## config.mk

```make
export PLATFORM = sky130hd
export DESIGN_NAME = vga_timing_out
export DESIGN_NICKNAME = d
export VERILOG_FILES = /design/src/rtl/vga_timing_out.sv
export SDC_FILE = /design/constraint.sdc
export NUM_CORES = 1
export LEC_CHECK = 0
export ABC_AREA = 1
export ABC_CLOCK_PERIOD_IN_PS = 2800
export CORE_MARGIN = 3
export CORE_UTILIZATION = 49
export DETAILED_ROUTE_END_ITERATION = 8
export PLACE_DENSITY = 0.78
export RECOVER_POWER = 25
export SETUP_SLACK_MARGIN = 0.3
export SLEW_MARGIN = 15
export SYNTH_ARGS = -nofsm -noshare
export SYNTH_HDL_FRONTEND = slang
export SYNTH_SLANG_ARGS = --single-unit
```

## constraint.sdc

```tcl
create_clock -name clk -period 2.8 [get_ports clk]
set_clock_uncertainty 0.15 [all_clocks]
set_input_delay 0.28 -clock clk [delete_from_list [all_inputs] [get_ports clk]]
set_output_delay 0.28 -clock clk [all_outputs]
set_load 0.05 [all_outputs]
```

## src/rtl/vga_timing_out.sv

```systemverilog
// ============================================================================
// Module   : vga_timing_out
// Purpose  : VGA raster counters, sync/blank delay line matched to the pixel
//            compositor latency, and registered pin outputs. Optional colour-bar
//            test pattern enabled by defining VGA_TEST_PATTERN_EN.
// Revision : 1.0 - initial release
// ============================================================================
`default_nettype none

module vga_timing_out #(
    parameter int   H_ACTIVE = 800,
    parameter int   H_FP     = 56,
    parameter int   H_SYNC   = 120,
    parameter int   H_BP     = 64,
    parameter int   V_ACTIVE = 600,
    parameter int   V_FP     = 37,
    parameter int   V_SYNC   = 6,
    parameter int   V_BP     = 23,
    parameter logic HS_POL   = 1'b1,
    parameter logic VS_POL   = 1'b1,
    parameter int   PIPE_LAT = 2
) (
    input  logic        clk,
    input  logic        rst,
    input  logic        pix_ce,
`ifdef VGA_TEST_PATTERN_EN
    input  logic        test_mode,
`endif
    input  logic [11:0] pixel_in,
    output logic [10:0] hcount,
    output logic [9:0]  vcount,
    output logic        frame_tick,
    output logic        hsync,
    output logic        vsync,
    output logic [3:0]  vga_r,
    output logic [3:0]  vga_g,
    output logic [3:0]  vga_b
);

    localparam logic [10:0] H_LAST       = 11'(H_ACTIVE + H_FP + H_SYNC + H_BP - 1);
    localparam logic [10:0] H_ACT        = 11'(H_ACTIVE);
    localparam logic [10:0] H_SYNC_START = 11'(H_ACTIVE + H_FP);
    localparam logic [10:0] H_SYNC_END   = 11'(H_ACTIVE + H_FP + H_SYNC);
    localparam logic [9:0]  V_LAST       = 10'(V_ACTIVE + V_FP + V_SYNC + V_BP - 1);
    localparam logic [9:0]  V_ACT        = 10'(V_ACTIVE);
    localparam logic [9:0]  V_TICK_PREV  = 10'(V_ACTIVE - 1);
    localparam logic [9:0]  V_SYNC_START = 10'(V_ACTIVE + V_FP);
    localparam logic [9:0]  V_SYNC_END   = 10'(V_ACTIVE + V_FP + V_SYNC);

`ifdef VGA_TEST_PATTERN_EN
    localparam int DW = 14;
    localparam int BAND_W = H_ACTIVE / 8;
`else
    localparam int DW = 3;
`endif

    logic          hs_raw;
    logic          vs_raw;
    logic          act_raw;
    logic [DW-1:0] raw_word;
    logic [DW-1:0] dly_word;
    logic          hs_d;
    logic          vs_d;
    logic          act_d;
    logic [11:0]   rgb_next;
    logic          line_end;

    assign line_end = (hcount == H_LAST);

    // Raster counters; frame_tick fires on the edge that lands on (0, V_ACTIVE)
    always_ff @(posedge clk) begin
        if (rst) begin
            hcount     <= '0;
            vcount     <= '0;
            frame_tick <= 1'b0;
        end else begin
            frame_tick <= pix_ce && line_end && (vcount == V_TICK_PREV);
            if (pix_ce) begin
                if (line_end) begin
                    hcount <= '0;
                    vcount <= (vcount == V_LAST) ? 10'd0 : vcount + 10'd1;
                end else begin
                    hcount <= hcount + 11'd1;
                end
            end
        end
    end

    assign hs_raw  = (hcount >= H_SYNC_START) && (hcount < H_SYNC_END);
    assign vs_raw  = (vcount >= V_SYNC_START) && (vcount < V_SYNC_END);
    assign act_raw = (hcount < H_ACT) && (vcount < V_ACT);

`ifdef VGA_TEST_PATTERN_EN
    assign raw_word = {hcount, hs_raw, vs_raw, act_raw};
`else
    assign raw_word = {hs_raw, vs_raw, act_raw};
`endif

    generate
        if (PIPE_LAT == 0) begin : g_direct
            assign dly_word = raw_word;
        end else begin : g_pipe
            logic [DW-1:0] stages [PIPE_LAT];

            // All-zero word means blanked with both syncs inactive
            always_ff @(posedge clk) begin
                if (rst) begin
                    for (int i = 0; i < PIPE_LAT; i++) begin
                        stages[i] <= '0;
                    end
                end else if (pix_ce) begin
                    stages[0] <= raw_word;
                    for (int i = 1; i < PIPE_LAT; i++) begin
                        stages[i] <= stages[i-1];
                    end
                end
            end

            assign dly_word = stages[PIPE_LAT-1];
        end
    endgenerate

    assign hs_d  = dly_word[2];
    assign vs_d  = dly_word[1];
    assign act_d = dly_word[0];

`ifdef VGA_TEST_PATTERN_EN
    logic [10:0] hcount_d;
    logic [2:0]  band_idx;

    assign hcount_d = dly_word[13:3];
    assign band_idx = 3'(hcount_d / 11'(BAND_W));

    always_comb begin
        rgb_next = 12'h000;
        if (act_d) begin
            rgb_next = test_mode ? {{4{band_idx[2]}}, {4{band_idx[1]}}, {4{band_idx[0]}}}
                                 : pixel_in;
        end
    end
`else
    always_comb begin
        rgb_next = 12'h000;
        if (act_d) begin
            rgb_next = pixel_in;
        end
    end
`endif

    always_ff @(posedge clk) begin
        if (rst) begin
            hsync <= ~HS_POL;
            vsync <= ~VS_POL;
            vga_r <= '0;
            vga_g <= '0;
            vga_b <= '0;
        end else if (pix_ce) begin
            hsync <= hs_d ? HS_POL : ~HS_POL;
            vsync <= vs_d ? VS_POL : ~VS_POL;
            {vga_r, vga_g, vga_b} <= rgb_next;
        end
    end

endmodule

`default_nettype wire

```

==> After elaboration in Yosys (flattened, before gate mapping) <==
Memory sizes are Yosys's and may differ from the RTL's.
Index checks and enable logic that the tools add are counted.
{ "classes": {"addsub": 2, "n_lt_le_gt_ge": 6, "eq_ne": 3, "muxes": 12, "bitwise": 2, "n_reduce_logical": 6} }
{ "op_table": {"columns": ["op", "count"], "rows": [
  ["less-than comparator 11 x 10 -> 1 bit (second input constant)", 2],
  ["== test 10 bit (second input constant)", 2],
  ["less-than comparator 10 bit (second input constant)", 2],
  ["2-to-1 mux 12 bit", 1],
  ["adder 11 x 1 -> 11 bit (second input constant)", 1],
  ["== test 11 bit (second input constant)", 1],
  ["greater-or-equal comparator 11 x 10 -> 1 bit (second input constant)", 1],
  ["2-to-1 mux 11 bit", 1],
  ["adder 10 x 1 -> 10 bit (second input constant)", 1],
  ["greater-or-equal comparator 10 bit (second input constant)", 1],
  ["2-to-1 mux 10 bit", 1],
  ["2-to-1 mux 1 bit", 7],
  ["2-to-1 mux 3 bit", 2],
  ["logical AND 1 bit", 5],
  ["bitwise OR 1 bit", 2],
  ["AND reduction 2 bit", 1]
]} }
{ "word_totals": {"ff_bits": 36, "ram_bits": 6, "in_bits": 15, "output_inout_bits": 36, "wordCells": 40, "n_memories": 1} }
{ "mem_list": {"columns": ["memory", "words", "word_bits", "rd", "rd_ports_with_merged_regs", "wr", "line_no", "text"], "rows": [
  ["g_pipe.stages", 2, 3, 2, 0, 2, "103", "logic [DW-1:0] stages [PIPE_LAT];"]
]} }

==> Logic depth before layout (Yosys ltp) <==
Gate-level depths: netlist (run 1).
{ "logic_depth": {"word_depth": 4, "depth_mapped": 9, "depth_no_buf": 9} }

==> Worst setup path before layout (run 1) <==
Ideal clock, no wire load.
{ "synth_timing": {"kind": "reg2reg", "from": "reg hcount[0]", "to": "reg vcount[2]", "arrival_time_ns": 1.604, "path_slack_ns": 0.931, "stages_incl_launch_ff": 9, "path_buffers": 0, "synth_period_minus_slack_ns": 1.869, "path_cell_list": "dfxtp_1 > ha_1 > nand2_2 > nor2_8 > nand3_4 > nor2_2 > nand2_1 > inv_1 > nor2_1"} }
{ "synth_via": {"elab_chain_len": 2} }
{ "synth_lines": {"columns": ["item", "line_no", "text"], "rows": [
  ["start: declaration", "30", "output logic [10:0] hcount,"],
  ["start signal: assignment", "83", "hcount <= hcount + 11'd1;"],
  ["== test 11 bit", "68", "assign line_end = (hcount == H_LAST);"],
  ["AND reduction 2 bit (no source line)", null, null],
  ["end signal: assignment", "81", "vcount <= (vcount == V_LAST) ? 10'd0 : vcount + 10'd1;"],
  ["end: declaration", "31", "output logic [9:0] vcount,"]
]} }
No other way between the ends.
A chain may end at the register's enable or synchronous reset.

==> impl_metrics.csv, run 1 <==
group,metric,value,unit
clocking,cts.clk_slew.worst_paths,0.08,ns
cells_and_area,instances_no_fill,393,
power_and_ir_drop,irDropWorstVdd,0.286,mV
power_and_ir_drop,leakagePower,0.00104,uW
global_route,antenna_found_initial,0,
clocking,insertion_delay,0.29,ns
outcome,status,"finished, final reports clean",
worst_setup_path,cp_num_buf_inv,3,
detailed_routing,drtIter0Drc,121,
floorplanning,die_w,71.7,um
cells_and_area,final_layout_size_suffix_gt1_share,7.87,%
detailed_routing,dr_total_vias,2014,
logic_synthesis,yosysSeqAreaShare,42.6,%
global_route,grt_usage,20.7,%
worst_setup_path,crit_family,"buffers and inverters",
flow_run,cap_violations,0,
sta,fin_crit_sh,78.0,%
worst_setup_path,critPathKind,"input pin to flop",
sta,worstMarginPinSlew,1.03,ns
detailed_routing,m1WireLength,2.24,mm
clocking,cts_tree,"done",
logic_synthesis,syn_area_per_cell,7.26,um2
floorplanning,rows,23,
worst_hold_path,hold_class,"flop to flop",
floorplanning,die_area,5140,um2
worst_setup_path,cp_data_arrival_time,2.09,ns
clocking,cts_root_buf,"clkbuf_8",
worst_setup_path,slowest_delay,0.77,ns
detailed_routing,wl_met3,346,um
worst_setup_path,end_kind,"flop",
clocking,htree_num_levels,2,
sta,timing.final.crit_period,2.19,ns
worst_setup_path,worstPathRequired,2.70,ns
logic_synthesis,syn_nets,311,
worst_setup_path,worstSetupStartpointType,"input pin",
placement,place_inst,385,
global_route,overflow,0,
cells_and_area,final_common_cell,"nand2_1",
detailed_routing,met2_length,2.25,mm
detailed_routing,drt-total-wl,4.92,mm
clocking,holdBufCountCts,0,
clocking,post_cts_buffers,0,
cells_and_area,final_util,66.9,%
detailed_routing,drc,0,
detailed_routing,top_layer_used,"met4",
logic_synthesis,yosys_warnings,0,
floorplanning,io_pins,51,
sta,fin_setup_tns,0,ns
floorplanning,start_util,51.7,%
worst_setup_path,crit_fanout,22,
detailed_routing,wl_per_cell,12.5,um
cells_and_area,area_growth_syn_to_layout,29.4,%
global_route,grt_pass1_vias,1907,
sta,setup_viol_count_final,0,
sta,hold_viol,0,
cells_and_area,nNetsFinal,362,
global_route,grt_start_max_net_pins,23,
sta,rsz0062_at_grt,"no",
sta,holdWs,0.304,ns
worst_setup_path,crit_slowest_cell,"clkbuf_1",
placement,place.gp.congestion,0.902,
sta,slew_viol_final,0,
detailed_routing,routed_via_density,5.12,
global_route,grt_first_pass_wirelength,8.51,mm
clocking,cts_sinks,42,
placement,dp_hpwl,3.69,mm
clocking,cts_buffer_depth,2,
clocking,cts_buffers,5,
logic_synthesis,synth_cell_types,32,
placement,port_buffers,50,
floorplanning,core_area,4090,um2
cells_and_area,final_cell_mix,"60 x nand2_1, 49 x clkdlybuf4s50_1, 37 x nor2_1",
logic_synthesis,syn_inst,291,
clocking,cts_resized,0,
logic_synthesis,netlist_area,2110,um2
sta,relSlewSlack,31.3,%
detailed_routing,final_antenna_net_count,0,
sta,max_freq,0.458,GHz
cells_and_area,antenna_cells,0,
floorplanning,die_y,71.7,um
detailed_routing,firstDrtPassIters,4,
worst_setup_path,cp_cell_sequence,"dlygate4sd3_1 > clkbuf_1 > nor2_4 > inv_1 > nor3_1 > o21ai_0 > nor2_1",
logic_synthesis,yosys_register_bits,42,
power_and_ir_drop,p_per_area,423,nW/um2
==> cells by family (layout without fill, tap and decap cells) <==
group                      count (synthesis)  after routing  share of synthesized area [%]
buffers and inverters                     45             97                           8.88
AOI/OAI and AO/OA                         37             37                           9.00
DFF                                       42             42                           42.6
adders and majority gates                  5              5                           2.96
xor gates and xnor gates                   3              3                           1.24
and+or+nand+nor                          159            159                           35.3
==> state kept, by name (all words and copies together) (netlist names) <==
register and count:
hcount 11, g_pipe.stages 6, vga_b 4, vsync 1
frame_tick 1, vcount 10, hsync 1, vga_r 4
vga_g 4
==> cell usage after synthesis (all sizes together) <==
library cell  number  area share (%)
o31ai              1            0.36
nor3              14             3.6
nor2              45              10
edfxtp             6             8.5
xnor2              1            0.41
nand3             29             7.5
inv               36             6.6
a21boi             1            0.36
o21ai             12             2.8
dfxtp             36              34
nor3b              1            0.36
xor2               2            0.83
clkbuf             4            0.71
clkinv             1            0.18
buf                4             1.4
ha                 5             3.0
nand2             65              12
nor4               2            0.59
a21oi             23             5.4
nand4              3            0.89
==> per-layer routing <==
metal	vias up	track usage, %
met5	-	0
met4	0	10.4
met3	10	3.65
met2	77	32.6
met1	890	27.1
li1	1037	-
==> stage by stage <==
stage	instance area [um2]	setup slack, ns	power, uW
floorplan	2110	0.931	724
global placement	2650	0.940	773
detailed placement	2650	0.882	774
CTS	2740	0.696	1170
global route	2740	0.382	1210
finish	2740	0.615	1160
==> worst min-delay path, cell delays in order (launching register included) <==
cell,delay (ns)
edfxtp_1,0.33
nand2_1,0.05
nand2_1,0.04
==> report_power, final <==
group	switching, uW	internal, uW	leakage (uW)
combinational	76.5	46.4	0.000634
clock	200	199	0.0000482
sequential	10.5	625	0.000357
==> worst paths after layout <==
kind | slack, ns | cells after the start | endpoint | start
hold / removal | 0.30 | 2 | hsync | g_pipe.stages[0][5]
setup / recovery | 0.61 | 7 | g_pipe.stages[0][1] | rst
setup reg to reg | 1.13 | 7 | hcount[10] | hcount[0]
hold reg to reg | 0.30 | 2 | hsync | g_pipe.stages[0][5]
==> final cells by class <==
class	count	area (um2)
fillers	370	1350
multi-input cells	204	1020
flip-flops and latches	42	901
repair buffers	52	512
inverters	37	144
clock buffers	7	86.3
well taps	50	62.6
clock inverters	1	5.00
No activity file was read; power rests on OpenSTA's default activity.
==> run 2, diff against run 1 <==
--- a/config.mk
+++ b/config.mk
@@ -6,7 +6,7 @@
 export NUM_CORES = 1
 export LEC_CHECK = 0
 export ABC_AREA = 1
-export ABC_CLOCK_PERIOD_IN_PS = 2800
+export ABC_CLOCK_PERIOD_IN_PS = 2200
 export CORE_MARGIN = 3
 export CORE_UTILIZATION = 49
 export DETAILED_ROUTE_END_ITERATION = 8
==> constraint.sdc (replaced) <==
create_clock -name clk -period 2.2 [get_ports clk]
set_clock_uncertainty 0.15 [all_clocks]
set_input_delay 0.22 -clock clk [delete_from_list [all_inputs] [get_ports clk]]
set_output_delay 0.22 -clock clk [all_outputs]
set_load 0.05 [all_outputs]
==> run 2 against run 1 <==
  * Clock-buffer cell count down 1
  * Critical path depth unchanged
  * Cell count is 0.76% higher
  * Power grew 36%
  * Non-clock buffer count rose by 3
  * Sequential power increased by 27%
  * Combinational power increased by 29%
  * Worst setup slack worse by 0.28 ns
  * Sequential share of layout area decreased by 0.37 points
  * Wire length up 2.7%
  * Largest power group unchanged
==> impl_metrics.csv, run 2 (synthesis gave the netlist of run 1 again) <==
group,metric,value,unit
outcome,status,"finished, final reports clean",
floorplanning,die_w,71.7,um
power_and_ir_drop,p_int,1190,uW
worst_setup_path,cp_common_cell,"nor2_1",
detailed_routing,met2_length,2.36,mm
clocking,cts_tree,"done",
placement,place.gp.congestion,0.934,
floorplanning,start_util,51.7,%
cells_and_area,antenna_cells,0,
sta,fin_setup_tns,0,ns
cells_and_area,instances_no_fill,396,
global_route,grt_pass1_vias,1990,
worst_setup_path,cp_num_buf_inv,3,
cells_and_area,top_register,"hcount",
clocking,cts_sinks,42,
detailed_routing,final_antenna_net_count,0,
floorplanning,die_y,71.7,um
floorplanning,rows,23,
detailed_routing,firstDrtPassIters,4,
detailed_routing,wl_per_cell,12.8,um
worst_setup_path,end_kind,"flop",
worst_setup_path,worstPathRequired,2.21,ns
power_and_ir_drop,pwr-share-clk,38.4,%
sta,worstMarginPinSlew,0.658,ns
detailed_routing,drt-total-wl,5.05,mm
detailed_routing,top_layer_used,"met4",
worst_setup_path,crit_slowest_cell,"dlygate4sd3_1",
power_and_ir_drop,irDropWorstVdd,0.365,mV
placement,place_inst,388,
sta,slew_viol_final,0,
global_route,grt_first_pass_wirelength,8.94,mm
clocking,post_cts_buffers,0,
cells_and_area,largest_register_ffs,11,
cells_and_area,final_common_cell,"nand2_1",
floorplanning,core_area,4090,um2
cells_and_area,final_cell_mix,"60 x nand2_1, 38 x nor2_1, 36 x dfxtp_1",
detailed_routing,wl_met3,391,um
global_route,overflow,0,
worst_setup_path,slowest_delay,0.66,ns
clocking,cts_root_buf,"clkbuf_8",
global_route,grt_usage,21.5,%
sta,timing.final.crit_period,1.86,ns
clocking,insertion_delay,0.29,ns
flow_run,cap_violations,0,
sta,hold_viol,0,
power_and_ir_drop,combPwrFrac,10.1,%
power_and_ir_drop,p_per_area,569,nW/um2
worst_setup_path,critPathKind,"input pin to flop",
placement,port_buffers,50,
cells_and_area,area_growth_syn_to_layout,30.9,%
worst_setup_path,crit_fanout,19,
detailed_routing,m1WireLength,2.26,mm
floorplanning,io_pins,51,
worst_hold_path,hold_class,"flop to flop",
global_route,grt_start_max_net_pins,20,
clocking,cts_buffers,5,
clocking,htree_num_levels,2,
power_and_ir_drop,switching_power,379,uW
clocking,cts_buffer_depth,2,
worst_setup_path,worstSetupStartpointType,"input pin",
cells_and_area,final_layout_size_suffix_gt1_share,8.09,%
sta,fin_crit_sh,84.6,%
sta,rsz0062_at_grt,"no",
detailed_routing,routed_via_density,5.17,
power_and_ir_drop,leakagePower,0.00124,uW
power_and_ir_drop,seq_power_share,51.5,%
cells_and_area,nNetsFinal,365,
worst_setup_path,cp_cell_sequence,"dlygate4sd3_1 > inv_6 > nor2_1 > inv_1 > nor3_1 > o21ai_0 > nor2_1",
placement,dp_hpwl,3.84,mm
sta,relSlewSlack,56.1,%
detailed_routing,drtIter0Drc,169,
sta,setup_viol_count_final,0,
floorplanning,die_area,5140,um2
worst_setup_path,cp_data_arrival_time,1.87,ns
worst_setup_path,crit_family,"buffers and inverters",
power_and_ir_drop,switching_share,24.1,%
detailed_routing,drc,0,
global_route,antenna_found_initial,0,
sta,max_freq,0.537,GHz
cells_and_area,reg_top3,"hcount: 11 flops, vcount: 10 flops, g_pipe.stages: 6 flops",
clocking,cts.clk_slew.worst_paths,0.08,ns
detailed_routing,dr_total_vias,2047,
[run 2: cell count changes in the layout (fill, tap and decap cells not counted)]
cell | before | now
bufinv_16 | 0 | 1
nor2_1 | 37 | 38
clkdlybuf4s50_1 | 49 | 28
buf_4 | 1 | 3
dlygate4sd3_1 | 1 | 2
nor2_4 | 2 | 1
dlygate4sd2_1 | 0 | 13
clkinvlp_4 | 0 | 1
dlymetal6s2s_1 | 0 | 7
clkbuf_1 | 2 | 3
clkbuf_8 | 6 | 5
clkinv_2 | 1 | 0
[run 2: worst register-to-register path: cells and delay by family, from the launching register on]
family | cells | cell delay, ns
flops | 1 | 0.38
buf+inv | 2 | 0.22
simple gates | 5 | 0.53
compound gates | 1 | 0.11
fa+ha+maj | 1 | 0.21
[run 2: path summary, 6_finish.rpt]
kind	start	endpoint	slack, ns	cells after the start
worst max-delay path	pix_ce	g_pipe.stages[0][1]	0.34	7
worst min-delay path	g_pipe.stages[0][4]	vsync	0.31	2
worst max register to register	hcount[0]	vcount[4]	0.55	9
worst min register to register	g_pipe.stages[0][4]	vsync	0.31	2
[run 2: power by group through the flow]
stage	Combinational [uW]	Clock (uW)	Sequential, uW
after floorplan	56.6	0	864
after global placement	161	0	827
after detailed placement	163	0	828
after CTS	164	620	810
after global routing	171	647	813
final	159	605	810
[run 2: routing by layer]
layer | global-route usage [%] | vias to the layer above
met3 | 4.77 | 5
li1 | - | 1046
met4 | 6.05 | 0
met5 | 0 | -
met2 | 35.9 | 81
met1 | 28.0 | 915
[run 2: cell type report]
type / count / area [um2]
fill: 383 / 1320
multi-input combinational: 204 / 1020
sequential: 42 / 901
timing repair buffer: 55 / 532
inverter: 37 / 144
clock buffer: 6 / 72.6
tap: 50 / 62.6
clock inverter: 2 / 37.5
[run 2: per-stage QoR]
stage | hold slack, ns | utilization [%] | setup WS (ns) | total power (uW) | cell area [um2]
floorplan | 0.146 | - | 0.331 | 921 | 2110
global placement | 0.292 | 65.3 | 0.385 | 988 | 2670
detailed placement | 0.286 | 65.3 | 0.345 | 991 | 2670
CTS | 0.306 | 67.6 | 0.301 | 1590 | 2760
global route | 0.343 | 67.7 | 0.242 | 1630 | 2770
finish | 0.306 | 67.7 | 0.339 | 1570 | 2770
[run 2: what timing repair did]
item,4_1_cts,5_1_grt
gates resized for setup,13,7
hold endpoints to repair,0,0
endpoints found under the setup margin,13,7
hold buffers,0,0
==> patch 1 (flow settings as in run 2) <==
One comparison of `vcount` changes from == to >=.
--- a/src/rtl/vga_timing_out.sv
+++ b/src/rtl/vga_timing_out.sv
@@ -78,7 +78,7 @@
             if (pix_ce) begin
                 if (line_end) begin
                     hcount <= '0;
-                    vcount <= (vcount == V_LAST) ? 10'd0 : vcount + 10'd1;
+                    vcount <= (vcount >= V_LAST) ? 10'd0 : vcount + 10'd1;
                 end else begin
                     hcount <= hcount + 11'd1;
                 end
Check against the original RTL: same outputs for any inputs over 10 cycles, from zero or initial values and one cycle with rst high; that may be too few to reach the edited logic, so the function may still have changed.
==> patch 1 against run 2 <==
- power decreased by 8.0%
- wire length down 6.8%
- die area decreased by 1.6%
- count of clock-buffer cells in the layout grew 1
- first-iteration DRC count fell by 30%
- cell area shrank 2.8%
- worst setup slack improved by 0.043 ns
- synthesized area decreased by 1.8%
- sequential cell count unchanged
- synthesized cell count decreased by 5.2%
- register-to-register slack got worse by 0.08 ns
- highest routed layer unchanged
==> patch 1: results (changes against run 2) <==
| Metric | Value |
|---|---|
| Run status | `finished, final reports clean` |
| Vias in the first global route | `1,815 (-8.8%)` |
| CP max stage cell | `clkdlybuf4s50_1` |
| CP arrival | `1.45 ns (-0.42 ns)` |
| Post-DP Area | `2638 um2 (-1.2%)` |
| Gr usage total | `19.65% (-1.9 points)` |
| Syn_nets | `296 (-4.8%)` |
| Layout cells sized above 1 | `7.855% (-0.24 points)` |
| Final HPWL DP | `3.541 mm (-7.8%)` |
| Final WL | `4.711 mm (-6.8%)` |
| Critical path peak fanout | `4 (-15)` |
| Area contributors post-synth | `dfxtp_1, nand2_1, edfxtp_1` |
| Register area share after synthesis | `43.40% (+0.77 points)` |
| Slew headroom | `59.77% (+3.7 points)` |
| Flop2flop setup slack | `0.47 ns (-0.08 ns)` |
| First-pass DRT Iterations | `4 (unchanged)` |
| Largest stage delay, worst path | `0.81 ns (+0.15 ns)` |
| Pleak | `0.001159 uW (-6.4%)` |
| Worst-case reg-to-reg path depth | `10 (+1)` |
| Post-synth cell types | `29 (-9.4%)` |
| Nets | `350 (-4.1%)` |
| Via density | `5.021 (-2.9%)` |
| Synth top cells by count | `nand2_1, inv_1, dfxtp_1` |
| Global placement routability congestion | `0.8636 (-7.5%)` |
| Max IR drop VDD | `0.2807 mV (-23%)` |
| First-pass GRT wire length | `8.059 mm (-9.9%)` |
| Worst hold slack | `0.3097 ns (+0.003242 ns)` |
## patch 1: cell count changes after synthesis, sizes merged, moves of 2 or more
cell    change
a211oi      +3
nand3b      +2
o21ai       -3
nand3       +3
inv         +3
nand4       +2
nor2       -13
nor3        -5
buf         -3
nand2       -2
nor4        -2
## patch 1: layout make-up
cell class                 count  area, um2
fill                         360       1370
clock buffer                   7      86.33
sequential                    42      903.4
inverter                      39      151.4
multi-input combinational    189      984.7
timing repair buffer          53      494.2
clock inverter                 1      5.005
tap                           50      62.56
## patch 1: logic make-up after synthesis
logic type,after synthesis,share of synthesized area (%)
simple gates,145,34.54
compound gates,36,9.223
fa+ha+maj,5,3.014
buf+inv,45,8.560
xor+xnor,3,1.266
flops,42,43.40
## patch 1: what timing repair did
| action | 4_1_cts | 5_1_grt |
|---|---|---|
| pin swaps | 0 | 1 |
| hold buffers | 0 | 0 |
| resized for setup | 17 | 2 |
| endpoints found under the hold margin | 0 | 0 |
| gates cloned | 0 | 0 |
| setup endpoints to repair | 17 | 3 |
## patch 1: worst register-to-register path, delay by kind of cell, from the launching register on
family | cells | cell delay [ns]
simple gates | 7 | 0.73
flops | 1 | 0.35
fa+ha+maj | 1 | 0.25
compound gates | 1 | 0.09
buf+inv | 1 | 0.06
## patch 1: worst paths after layout
path                                           from   endpoint
worst max register to register            hcount[0]  vcount[7]
worst min register to register  g_pipe.stages[0][5]      hsync
worst max-delay path                      hcount[1]  hcount[1]
worst min-delay path            g_pipe.stages[0][5]      hsync
## patch 1: power by group
group | internal (uW) | switching, uW | total [uW]
sequential | 795 | 12.3 | 807
clock | 253 | 248 | 501
combinational | 53.3 | 85.3 | 139
total | 1100 | 346 | 1450
## patch 1: per-stage QoR
stage	instances	setup WS (ns)	total power [uW]	utilization [%]
5_1_grt	381	0.3189	1507	66.24
3_5_place_dp	373	0.3429	966.2	65.00
2_1_floorplan	276	0.3804	905.5	-
3_3_place_gp	373	0.3642	965.0	65.00
6_report	381	0.3811	1447	66.24
4_1_cts	381	0.3112	1477	66.73
## patch 1: metal layers
metal  part of all wire [%]  track usage (%)  vias to the layer above
met2                     44            31.20                       70
met5                      0                0                        -
met1                     47            26.17                      838
li1                       -                -                     1000
met4                    1.2            8.142                        0
met3                    7.4            3.835                        5
==> patch 2 (config.mk and constraints of run 2) <==
Made on the original files. `HS_POL`: 1'b1 -> 1'b0.
--- a/src/rtl/vga_timing_out.sv
+++ b/src/rtl/vga_timing_out.sv
@@ -16,7 +16,7 @@
     parameter int   V_FP     = 37,
     parameter int   V_SYNC   = 6,
     parameter int   V_BP     = 23,
-    parameter logic HS_POL   = 1'b1,
+    parameter logic HS_POL   = 1'b0,
     parameter logic VS_POL   = 1'b1,
     parameter int   PIPE_LAT = 2
 ) (
Check against the original RTL: not equivalent (Yosys sat finds a counterexample within 4 cycles, from zero or initial values and one cycle with rst high).
==> patch 2 against run 2 <==
- power shrank 1.9%
- via count shrank 6.1%
- critical path depth grew 2
- sequential power is essentially flat
- maximum frequency grew 0.59%
- cell area shrank 1.3%
- highest routed layer unchanged
- sequential cell count is the same
- worst setup slack gained 0.011 ns
- synthesized area shrank 0.24%
- critical endpoint is now hcount[8]
- count of clock-buffer cells in the layout is the same
- wire length shrank 1.0%
==> patch 2: results (changes against run 2) <==
| Metric | Value |
|---|---|
| Run status | `finished, final reports clean` |
| Fillcell total | `370 (-3.4%)` |
| Drt first-iter violations | `99 (-41%)` |
| WL/cell | `13.44 um (+5.4%)` |
| Worst-case reg-to-reg path depth | `8 (-1)` |
| Layout cells sized above 1 | `9.317% (+1.2 points)` |
| Worst hold slack | `0.2772 ns (-0.02930 ns)` |
| Beginning of the worst hold path | `g_pipe.stages[0][5]` |
| Global placement routability congestion | `0.8936 (-4.3%)` |
| Top cell type's share of synthesized area | `34.18% (+0.081 points)` |
| Fin worst setup slack | `0.3495 ns (+0.01091 ns)` |
| Final HPWL DP | `3.770 mm (-1.8%)` |
| Critical path peak fanout | `11 (-8)` |
| Sequential power | `807 uW (about the same)` |
| Largest stage delay, worst path | `0.59 ns (-0.07 ns)` |
| Vias in the first global route | `1,802 (-9.4%)` |
| P_sw | `359.0 uW (-5.2%)` |
| Total power | `1544 uW (-1.9%)` |
| Pin count of the biggest net entering global routing | `18 (-10%)` |
| Post-DP Area | `2666 um2 (-0.14%)` |
| DP Worst Slack | `0.04390 ns (-0.3010 ns)` |
| R2r endpoint | `hcount[8]` |
| Nets | `341 (-6.6%)` |
| Met2 WL | `2.320 mm (-1.7%)` |
| Slew headroom | `60.31% (+4.2 points)` |
| Pleak | `0.001195 uW (-3.5%)` |
## patch 2: cell types whose count changed in the layout (fill, tap and decap cells not counted), sizes merged, moves of 8 or more
cell	run 2	this run
nand2	65	49
nand4	3	12
a21oi	23	12
a32o	0	12
o21ai	12	4
nand3	29	18
## patch 2: repair_timing
| action | CTS | global route |
|---|---|---|
| resized for setup | 16 | 5 |
| setup endpoints to repair | 16 | 13 |
| hold endpoints to repair | 0 | 0 |
## patch 2: cells by family (layout without fill, tap and decap cells)
logic type,count (synthesis),in the layout,synth area share [%]
XOR/XNOR,8,8,3.324
AND/OR/NAND/NOR,133,133,31.10
flip-flops,42,42,42.73
adder cells (fa/ha/maj),5,5,2.967
AO/OA/AOI/OAI,32,32,11.04
buffers and inverters,47,102,8.843
## patch 2: final cells by class
type,count,area share (%)
clock buffers,6,2.657
clock inverters,2,1.374
inverters,40,5.497
multi-input cells,178,37.15
flip-flops and latches,42,33.03
well taps,50,2.290
repair buffers,54,18.00
